`config.mk`:
```
export PLATFORM = sky130hd
export DESIGN_NAME = adc_spi_resp
export DESIGN_NICKNAME = d
export VERILOG_FILES = /design/src/rtl/adc_spi_resp.sv
export SDC_FILE = /design/constraint.sdc
export NUM_CORES = 1
export LEC_CHECK = 0
export CAP_MARGIN = 25
export CELL_PAD_IN_SITES_DETAIL_PLACEMENT = 0
export CELL_PAD_IN_SITES_GLOBAL_PLACEMENT = 1
export CORE_MARGIN = 2
export CORE_UTILIZATION = 42
export CTS_BUF_LIST = sky130_fd_sc_hd__clkbuf_16
export DETAILED_ROUTE_END_ITERATION = 12
export PLACE_DENSITY = 0.85
export SYNTH_ARGS = -nofsm -noshare
export SYNTH_HDL_FRONTEND = slang
export SYNTH_SLANG_ARGS = --single-unit
```
`constraint.sdc`:
```
create_clock -name clk -period 2.3 [get_ports clk]
set_input_delay 0.345 -clock clk [delete_from_list [all_inputs] [get_ports clk]]
set_output_delay 0.345 -clock clk [all_outputs]
set_load 0.05 [all_outputs]
```
`src/rtl/adc_spi_resp.sv`:
```
// adc_spi_resp -- SPI slave that emulates an A2D converter front end.
//
// The master sends a 16-bit command while the slave returns the 12-bit
// response captured from the previous frame, right-justified in 16 bits.
// The command's bits [13:11] select the channel. A complete frame latches
// the channel and raises a one-clock sample request. The next sample
// returned by the data source becomes the response for the following frame.
//
// Ports:
//   clk        system clock, rising edge
//   rst_n      synchronous active-low reset
//   SS_n       SPI slave select (active-low, asynchronous to clk)
//   SCLK       SPI clock (idles high, asynchronous to clk)
//   MOSI       command bit, sampled on SCLK rise
//   MISO       response bit, updated on SCLK fall, 0 outside SHIFT
//   rd_req     one-clock sample request for rd_chnnl
//   rd_chnnl   channel from the last complete frame
//   rd_data    sample from the data source
//   rd_vld     rd_data valid strobe
//   conv_cnt   complete-frame counter, wraps 255->0
//   frame_err  one-clock pulse on an aborted frame
//
// Build option: define ADC_RESP_INVERT_EN to return the complement of the
// sample. The WAIT_DATA overrun fill value then becomes 12'h000.
module adc_spi_resp (
  input  logic        clk,
  input  logic        rst_n,
  input  logic        SS_n,
  input  logic        SCLK,
  input  logic        MOSI,
  output logic        MISO,
  output logic        rd_req,
  output logic [2:0]  rd_chnnl,
  input  logic [11:0] rd_data,
  input  logic        rd_vld,
  output logic [7:0]  conv_cnt,
  output logic        frame_err
);

`ifdef ADC_RESP_INVERT_EN
  localparam logic [11:0] FILL_VAL = 12'h000;
  // The reset sample is treated as 0, then complemented like any other sample.
  localparam logic [11:0] RESP_RST = 12'hFFF;
  function automatic logic [11:0] xform(input logic [11:0] d);
    return ~d;
  endfunction
`else
  localparam logic [11:0] FILL_VAL = 12'hFFF;
  localparam logic [11:0] RESP_RST = 12'h000;
  function automatic logic [11:0] xform(input logic [11:0] d);
    return d;
  endfunction
`endif

  typedef enum logic [1:0] {IDLE, SHIFT, WAIT_DATA} state_t;

  state_t      state;
  logic [2:0]  ss_sync, sclk_sync;
  logic [1:0]  mosi_sync;
  logic [15:0] tx_shft, rx_shft;
  logic [4:0]  bit_cnt;
  logic        seen_rise;
  logic [11:0] resp_reg;

  logic ss_fall, ss_rise, sclk_rise, sclk_fall, mosi_s;
  logic [15:0] tx_load;

  // Index 1 is the synchronized level. Index 2 is the delayed copy used for
  // edge detection.
  assign ss_fall   =  ss_sync[2]   & ~ss_sync[1];
  assign ss_rise   = ~ss_sync[2]   &  ss_sync[1];
  assign sclk_fall =  sclk_sync[2] & ~sclk_sync[1];
  assign sclk_rise = ~sclk_sync[2] &  sclk_sync[1];
  assign mosi_s    = mosi_sync[1];
  assign tx_load   = {4'h0, resp_reg};

  always_ff @(posedge clk) begin
    if (!rst_n) begin
      state     <= IDLE;
      ss_sync   <= '1;
      sclk_sync <= '1;
      mosi_sync <= '0;
      tx_shft   <= '0;
      rx_shft   <= '0;
      bit_cnt   <= '0;
      seen_rise <= 1'b0;
      resp_reg  <= RESP_RST;
      MISO      <= 1'b0;
      rd_req    <= 1'b0;
      rd_chnnl  <= '0;
      conv_cnt  <= '0;
      frame_err <= 1'b0;
    end else begin
      ss_sync   <= {ss_sync[1:0], SS_n};
      sclk_sync <= {sclk_sync[1:0], SCLK};
      mosi_sync <= {mosi_sync[0], MOSI};
      rd_req    <= 1'b0;
      frame_err <= 1'b0;

      case (state)
        IDLE: begin
          MISO <= 1'b0;
          if (ss_fall) begin
            tx_shft   <= tx_load;
            bit_cnt   <= '0;
            seen_rise <= 1'b0;
            MISO      <= tx_load[15];
            state     <= SHIFT;
          end
        end

        SHIFT: begin
          if (ss_rise) begin
            MISO <= 1'b0;
            if (bit_cnt == 5'd16) begin
              rd_chnnl <= rx_shft[13:11];
              rd_req   <= 1'b1;
              conv_cnt <= conv_cnt + 8'd1;
              state    <= WAIT_DATA;
            end else begin
              frame_err <= 1'b1;
              state     <= IDLE;
            end
          end else begin
            if (sclk_rise) begin
              seen_rise <= 1'b1;
              // Rises past the 16th bit are dropped so the frame still completes.
              if (bit_cnt != 5'd16) begin
                rx_shft <= {rx_shft[14:0], mosi_s};
                bit_cnt <= bit_cnt + 5'd1;
              end
            end
            // The fall that precedes the first rise leaves bit 15 on MISO.
            if (sclk_fall && seen_rise) begin
              tx_shft <= {tx_shft[14:0], 1'b0};
              MISO    <= tx_shft[14];
            end
          end
        end

        WAIT_DATA: begin
          MISO <= 1'b0;
          if (ss_fall) begin
            // The master started the next frame before the sample arrived.
            resp_reg  <= FILL_VAL;
            tx_shft   <= {4'h0, FILL_VAL};
            bit_cnt   <= '0;
            seen_rise <= 1'b0;
            MISO      <= 1'b0;
            state     <= SHIFT;
          end else if (rd_vld) begin
            resp_reg <= xform(rd_data);
            state    <= IDLE;
          end
        end

        default: begin
          MISO  <= 1'b0;
          state <= IDLE;
        end
      endcase
    end
  end

endmodule

```
==> reports/results.ini, run 1 <==
[synth]
synth_seq_cells = 71
synth-compound-area-share_pct = 13.2
syn_area_per_cell_sq_um = 8.70
synth_fp_nets = 377
synth-xor-area-share_pct = 1.72
syn_area_sq_um = 3060
synth_cells = 352
yosysWarnings = 0
synth.distinct_cells = 40
synth_fa_ha_area_share_pct = 2.86
synthMuxAreaShare_pct = 8.62
synth_top_family_by_area = simple AND/OR/NAND/NOR gates
synth-seq-area-share_pct = 46.4
synth-simple-area-share_pct = 22.8

[cts]
cts_tree = done
cts_resized = 0
cts_buffers = 9
clockRootBuffer = clkbuf_16
postCtsSetupBuffers = 0
ctsHoldBuffers = 0
clockBufferDepth = 2
clock-sinks = 71
path_clk_slew_ns = 0.06
clk_latency_ns = 0.33
htree_levels = 3

[floorplanning]
die-area_sq_um = 7990
initial_core_util_pct = 42.9
die_width_um = 89.4
die_h_um = 89.4
io_pins = 32
coreArea_sq_um = 7140
std_cell_rows = 31

[route]
drt.antenna.violating_nets = 0
drt-vias-per-instance = 5.02
drcViolationCount = 0
met3_wirelength_um = 245
drtIter0Drc = 104
num_vias = 2444
drt-total-wl_mm = 5.81
routedWlPerCell_um = 11.9
wl_met1_mm = 2.97
firstDrtPassIters = 4
wl_met2_mm = 2.50
routed.top_layer = met4

[pwr]
power.leakage_nw = 1.43
power_density_nw_per_um2 = 780
peakVddDrop_mv = 0.404
pwr-share-seq_pct = 41.8
switchingPower_uw = 615
p_comb_share_pct = 5.4
power.internal_mw = 2.37
pwr-share-clk_pct = 52.9
switching_share_pct = 20.6

[sta]
setup_tns_ns = 0
grt_setup_unrepaired = no
min_period_ns = 2.01
drv_slew = 0
finalClockSkew_ns = 0.00584
hold-worst-slack_ns = 0.409
setup_viol = 0
slew_headroom_pct = 66.8
tightest_slew_ns = 0.496
hold_violations = 0
fmax_ghz = 0.497
post-route-period-util_pct = 87.5

[global_routing]
grt_pass1_wl_mm = 10.0
grt_pass1_vias = 2197
overflow = 0
antenna_found_initial = 0
track_usage_pct = 16.2
grt_max_degree = 51

[critical_path]
path_cells = inv_1 > ha_1 > and4bb_4 > o31a_1 > or3_4 > o41ai_1
slowest_stage = or3_4
critPathTopFamily = compound AO/OA/AOI/OAI gates
worstSetupPathType = register to register
crit_buf_inv = 1
critical_path_arrival_ns = 2.24
required_ns = 2.53
max_stage_delay_ns = 0.40
crit_fanout = 5
startpoint_type = register
crit_path_end_kind = register

[placement]
placedCellCount = 471
dpl_cell_area_sq_um = 3490
place.gp.congestion = 0.784
hpwl_mm = 3.82
port_buffers = 31

[cells_and_area]
final_layout_size_suffix_gt1_share_pct = 8.25
seqCellArea_sq_um = 1420
num-nets-final = 408
fin_cells = 487
multi_input_area_sq_um = 1510
post-route-cell-area_sq_um = 3830
area.growth.synth_to_final_pct = 25.1
largest_reg_flops = 15
fillers = 694
utilization_pct = 53.7
final_common_cell = dfxtp_1
final_cell_mix = 71 x dfxtp_1, 64 x nor2_1, 31 x clkdlybuf4s50_1
num_antenna_cells = 0

[status]
outcome = completed

[hold_path]
hp-class = register to register

[flow_run]
drv_cap = 0

-- Yosys cell counts (all sizes together) --
master,n,area (sq um)
o41ai,2,17.5
mux2i,26,264
and2,5,31.3
or2,1,6.26
a21oi,26,130
a211oi,13,97.6
o21a,2,15.0
o21ai,16,80.1
or2b,1,7.51
ha,7,87.6
nand2,22,82.6
and4bb,1,16.3
nand4bb,1,11.3
buf,5,27.5
o22ai,1,6.26
nand2b,9,56.3
o311ai,3,26.3
or3,1,11.3
nor4,3,18.8
o32ai,1,8.76
clkbuf,19,81.3
nand3b,3,22.5
clkinv,1,3.75
xnor2,6,52.6
o31a,1,8.76
nand4b,1,8.76
and2b,1,7.51
a21boi,1,7.51
inv,6,22.5
dfxtp,71,1420
o31ai,1,7.51
nand4,14,87.6
nor2,64,240
nor3,5,25.0
nand3,9,45.0
nor2b,3,18.8
-- cell families (layout without fill, tap and decap cells) --
kind of cell	count (synthesis)	count (layout)
simple gates	144	144
xor+xnor	6	6
fa+ha+maj	7	7
mux	26	26
flops	71	71
compound gates	67	67
buf+inv	31	67
-- layer usage --
layer / global-route usage [%] / vias to the layer above
li1: - / 1291
met1: 21.5 / 1097
met2: 24.3 / 47
met3: 3.88 / 9
met4: 8.55 / 0
met5: 0 / -
-- through the flow --
step | setup slack (ns) | power, mW
3_3_place_gp | 0.381 | 1.43
5_1_grt | 0.0953 | 3.11
4_1_cts | 0.296 | 3.03
2_1_floorplan | 0.356 | 1.38
3_5_place_dp | 0.301 | 1.44
6_report | 0.288 | 2.99
-- cell type report --
class	count	area share [%]
inverters	7	0.686
multi-input cells	250	39.3
repair buffers	44	10.6
clock inverters	7	3.14
clock buffers	9	5.88
flip-flops and latches	71	37.1
well taps	99	3.23
-- power groups by stage --
stage	Sequential, mW	Clock (mW)	Combinational, mW
after global routing	1.25	1.68	0.179
after CTS	1.25	1.62	0.161
final	1.25	1.58	0.160
after detailed placement	1.28	0	0.160
after floorplan	1.27	0	0.104
after global placement	1.28	0	0.159
-- path summary, 6_finish.rpt --
| path | to | slack [ns] | cells after the start | from |
|---|---|---|---|---|
| worst max register to register | bit_cnt[3] | 0.29 | 6 | bit_cnt[0] |
| worst min-delay path | sclk_sync[1] | 0.41 | 1 | sclk_sync[0] |
| worst max-delay path | bit_cnt[3] | 0.29 | 6 | bit_cnt[0] |
| worst min register to register | sclk_sync[1] | 0.41 | 1 | sclk_sync[0] |
-- worst register-to-register path, stage by stage (launching register included) --
cell and delay (ns):
dfxtp_1 0.37, inv_1 0.08, ha_1 0.22, and4bb_4 0.22, o31a_1 0.33, or3_4 0.40, o41ai_1 0.30
Power figures use the tool's default switching activity.
==> run 2: changes to the inputs <==
Settings changed: CAP_MARGIN 25 to 20.
==> results of run 2 <==
The final DEF is identical to that of run 1; final timing and power are the same.
==> run 3: changes to the inputs <==
Settings changed: CTS_CLUSTER_DIAMETER from default to 50.
==> results of run 3 <==
The final DEF is identical to that of run 1; final timing and power are the same.
